===== config.mk =====
export PLATFORM = sky130hd
export DESIGN_NAME = shift_seq_ctrl
export DESIGN_NICKNAME = d
export VERILOG_FILES = /design/src/rtl/shift_seq_pkg.sv /design/src/rtl/shr8_dp.sv /design/src/rtl/shift_seq_ctrl.sv
export SDC_FILE = /design/constraint.sdc
export NUM_CORES = 1
export LEC_CHECK = 0
export CAP_MARGIN = 20
export CORE_MARGIN = 5
export CORE_UTILIZATION = 60
export DETAILED_ROUTE_END_ITERATION = 10
export DONT_BUFFER_PORTS = 1
export PLACE_DENSITY_LB_ADDON = 0.08
export SLEW_MARGIN = 5
export SYNTH_ARGS = -nofsm -noshare
export SYNTH_HDL_FRONTEND = slang
export SYNTH_HIERARCHICAL = 1
export SYNTH_SLANG_ARGS = --single-unit

===== constraint.sdc =====
create_clock -name clk -period 3.5 [get_ports clk]
set_clock_uncertainty 0.05 [all_clocks]
set_input_delay 0.525 -clock clk [delete_from_list [all_inputs] [get_ports clk]]
set_output_delay 0.525 -clock clk [all_outputs]
set_load 0.02 [all_outputs]

===== src/rtl/shift_seq_pkg.sv =====
// Shared state encoding and shifter mode-select constants for the shift sequencer.
package shift_seq_pkg;

  typedef enum logic [1:0] {
    IDLE  = 2'd0,
    LOAD  = 2'd1,
    SHIFT = 2'd2,
    DONE  = 2'd3
  } state_t;

  localparam logic [1:0] SEL_LOAD = 2'b00;
  localparam logic [1:0] SEL_SHR3 = 2'b01;
  localparam logic [1:0] SEL_SHR2 = 2'b10;
  localparam logic [1:0] SEL_SHR1 = 2'b11;

endpackage


===== src/rtl/shr8_dp.sv =====
// 8-bit mode-select shifter: load, or logical right shift by 3/2/1 with zero fill.
// One op per cycle, result registered; no hold mode, so callers reload out to hold.
module shr8_dp
  import shift_seq_pkg::*;
(
  input  logic       clk,
  input  logic       rst,
  input  logic [1:0] sel,
  input  logic [7:0] din,
  output logic [7:0] dout
);

  always_ff @(posedge clk) begin
    if (rst) begin
      dout <= 8'h00;
    end else begin
      case (sel)
        SEL_LOAD: dout <= din;
        SEL_SHR3: dout <= dout >> 3;
        SEL_SHR2: dout <= dout >> 2;
        default:  dout <= dout >> 1;
      endcase
    end
  end

endmodule


===== src/rtl/shift_seq_ctrl.sv =====
// Loads one command into the shifter, then issues the greedy >>3/>>2/>>1 sequence; done pulses one cycle.
// Latency: done in the cycle after E(1+ceil(amt/3)); start outside IDLE is dropped, never queued.
module shift_seq_ctrl
  import shift_seq_pkg::*;
#(
  parameter int WIDTH = 8,
  parameter int AMT_W = 4
) (
  input  logic             clk,
  input  logic             rst,
  input  logic             start,
  input  logic [WIDTH-1:0] din,
  input  logic [AMT_W-1:0] amt,
  output logic             busy,
  output logic             done,
  output logic [WIDTH-1:0] dout,
  output logic [1:0]       sel,
  output logic [2:0]       steps
);

  localparam logic [AMT_W-1:0] AMT_MAX = AMT_W'(WIDTH);
  localparam logic [AMT_W-1:0] THREE   = AMT_W'(3);

  state_t           state, state_n;
  logic [WIDTH-1:0] din_q;
  logic [AMT_W-1:0] rem;
  logic [AMT_W-1:0] amt_clamped;
  logic [WIDTH-1:0] dp_in;

  assign amt_clamped = (amt > AMT_MAX) ? AMT_MAX : amt;

  // sel is decoded from state/rem only, so start never reaches the outputs combinationally.
  always_comb begin
    state_n = state;
    sel     = SEL_LOAD;
    dp_in   = dout;
    case (state)
      IDLE: begin
        if (start) state_n = LOAD;
      end
      LOAD: begin
        dp_in   = din_q;
        state_n = (rem != '0) ? SHIFT : DONE;
      end
      SHIFT: begin
        if (rem >= THREE)              sel = SEL_SHR3;
        else if (rem == AMT_W'(2))     sel = SEL_SHR2;
        else                           sel = SEL_SHR1;
        state_n = (rem > THREE) ? SHIFT : DONE;
      end
      default: begin
        state_n = IDLE;
      end
    endcase
  end

  always_ff @(posedge clk) begin
    if (rst) begin
      state <= IDLE;
      din_q <= '0;
      rem   <= '0;
      steps <= '0;
    end else begin
      state <= state_n;
      if (state == IDLE && start) begin
        din_q <= din;
        rem   <= amt_clamped;
        steps <= '0;
      end else if (state == SHIFT) begin
        rem   <= (rem >= THREE) ? rem - THREE : '0;
        steps <= steps + 3'd1;
      end
    end
  end

  assign busy = (state == LOAD) || (state == SHIFT);
  assign done = (state == DONE);

  shr8_dp u_dp (
    .clk  (clk),
    .rst  (rst),
    .sel  (sel),
    .din  (dp_in),
    .dout (dout)
  );

endmodule


==> summary.md <==
| Metric | Value |
|---|---|
| Sink Count | 25 |
| PD cells | 665 nW/µm² |
| Tmin final | 2.60 ns |
| Crit share post-route | 0.742 |
| Layout area overhead | -1.93% |
| CTS resizes | 0 |
| Register area | 500 µm² |
| Sequential share of the synthesized area | 0.367 |
| Max cap viols | 0 |
| Final nets | 164 |
| Worst skew pair latency | 0.31 ns |
| Total setup buffers inserted after CTS | 0 |
| Cts hold-fix bufs | 0 |
| Hpwl dp | 1820 µm |
| Fraction of registers with async set or reset after synthesis | 0 |
| Cells after DPL | 164 |
| Mapped Area | 1360 µm² |
| N_diodes | 0 |
| Most common cell after layout, fill and taps aside | dfxtp_1 |
| Hold WC Path Type | primary input to register |
| Starting density of the core | 0.623 |
| Maximum clock insertion buffer count | 2 |
| RePlAce Congestion | 0.812 |
| WP data required | 2.92 ns |
| Final setup fails | 0 |
| Netlist cell types | 33 |
| Layout cells sized above 1 | 0.121 |
| Via Count | 970 |
| Port buffer count | 0 |
| Avg Inst Size Synth | 9.47 µm² |
| First-pass GRT wire length | 4060 µm |
| Largest net degree at the start of global routing | 22 |
| Synth Register Bits | 25 |
| Final Max Tran Viols | 0 |
| Worst slew margin | 0.348 |
| Fin. Hold Viols | 0 |
| Synth Warn # | 6 |
| Number of DRC markers in iteration 0 | 9 |
| Leak | 0.479 nW |
| Main flop type after synthesis | dfxtp_1 |
| Max Fanout on Critical Path | 16 |
| CTS Buf Count | 3 |
| Cells after Synth | 144 |
| I/O pin count | 30 |
| Die X | 57.7 µm |
| CTS tree | done |
| Final total power | 889 µW |
| Detail Route Antenna Nets | 0 |
| Mapped Nets | 167 |
| RSZ-0062 raised after global routing | no |
| Die area | 3330 µm² |
| Tightest Pin Transition | 0.978 ns |
| Status | finished clean |
| Worst VDD drop | 0.498 mV |
| TritonRoute pass-1 iters | 4 |
| Vias in the first global route | 881 |
| DRC Markers | 0 |
| Crit path arrival time | 2.02 ns |
| Area of the multi-input gates | 746 µm² |
| CP Launch Type | register |
| Core area | 2190 µm² |
| Avg WL per Cell | 15.0 µm |
| Clock root cell | clkbuf_4 |
| Chip Height | 57.7 µm |
| Gr usage total | 0.153 |
| Finished Core Util | 0.611 |
| Fin Hold WS | 0.201 ns |
| Worst setup EP type | primary output |
| Number of flops mapped to enable cells by yosys | 0 |
| Filler instances | 202 |
| F_max | 385 MHz |
| Final wirelength | 2530 µm |
| CP Class | register to primary output |
| Post-route insts no fill | 168 |
| Num rows | 17 |
| Sum Neg Setup Slack | 0 ns |
| Via density | 5.77 |
| Number of antenna violations at the first check in global routing | 0 |
| Clk slew on worst S/H paths | 0.13 ns |
| Grt total ovfl | 0 |
| Commonest cells after routing, fill and taps aside | dfxtp_1 (25), nand2_1 (18), a21oi_1 (15) |
| Htree depth | 1 |
power by group:
| part | internal (mW) | switching [mW] | total [mW] |
|---|---|---|---|
| Clock | 0.0445 | 0.0833 | 0.128 |
| Sequential | 0.334 | 0.0621 | 0.396 |
| Combinational | 0.150 | 0.215 | 0.365 |
synth_stat cells, drive strengths merged (3+ instances only):
master	count	area [µm²]
dfxtp	25	500
nand2	18	67.6
a21oi	16	83.8
mux2i	13	130
ha	8	100
mux2	8	90.1
nor2	7	31.3
inv	6	22.5
buf	5	50.0
o22ai	5	31.3
clkbuf	4	45.0
nor3	4	20.0
a211oi	3	22.5
a21boi	3	22.5
cell type report:
| cell class | instances | share of cell area |
|---|---|---|
| clock buffers | 4 | 0.0196 |
| inverters | 6 | 0.0168 |
| multi-input cells | 104 | 0.558 |
| flip-flops and latches | 25 | 0.374 |
| well taps | 28 | 0.0262 |
| repair buffers | 1 | 0.00561 |
per-layer routing:
metal / vias up / routed length (µm) / GRT usage
met5: - / 0 / 0
met3: 4 / 201 / 0.0401
met2: 30 / 1140 / 0.234
met4: 0 / 29 / 0.0497
met1: 439 / 1160 / 0.209
li1: 497 / - / -
per-stage QoR:
| step | instance area [µm²] | worst slack (ns) |
|---|---|---|
| after global routing | 1340 | 0.772 |
| after global placement | 1310 | 1.30 |
| final | 1340 | 0.903 |
| after detailed placement | 1310 | 1.28 |
| after CTS | 1340 | 0.911 |
| after floorplan | 1360 | 1.34 |
kinds of logic (layout without fill, tap and decap cells):
logic type               Yosys count  count (layout)  share of synthesized area
adder cells (fa/ha/maj)            8               8                     0.0734
multiplexers                      21              21                      0.161
flip-flops                        25              25                      0.367
AO/OA/AOI/OAI                     30              30                      0.134
XOR/XNOR                           3               3                     0.0193
AND/OR/NAND/NOR                   42              42                      0.159
buffers and inverters             15              11                     0.0862
sequential cells by signal, summed over array words and instances, names as in the netlist:
name,cells
rem,4
din_q,8
u_dp/dout,8
steps,3
state,2
worst paths after layout:
check | from | to | slack [ns] | depth (start not counted)
max | state[0] | sel[1] | 0.90 | 3
min | rst | u_dp/dout[6] | 0.20 | 1
max reg2reg | state[0] | u_dp/dout[5] | 1.25 | 5
min reg2reg | din_q[3] | din_q[3] | 0.41 | 2
worst max-delay path: stages, from the launching register on:
cell	delay (ns)
dfxtp_1	0.36
inv_1	0.09
ha_1	0.41
and2_1	0.85
Note: power is estimated with default switching activity, not from simulation.
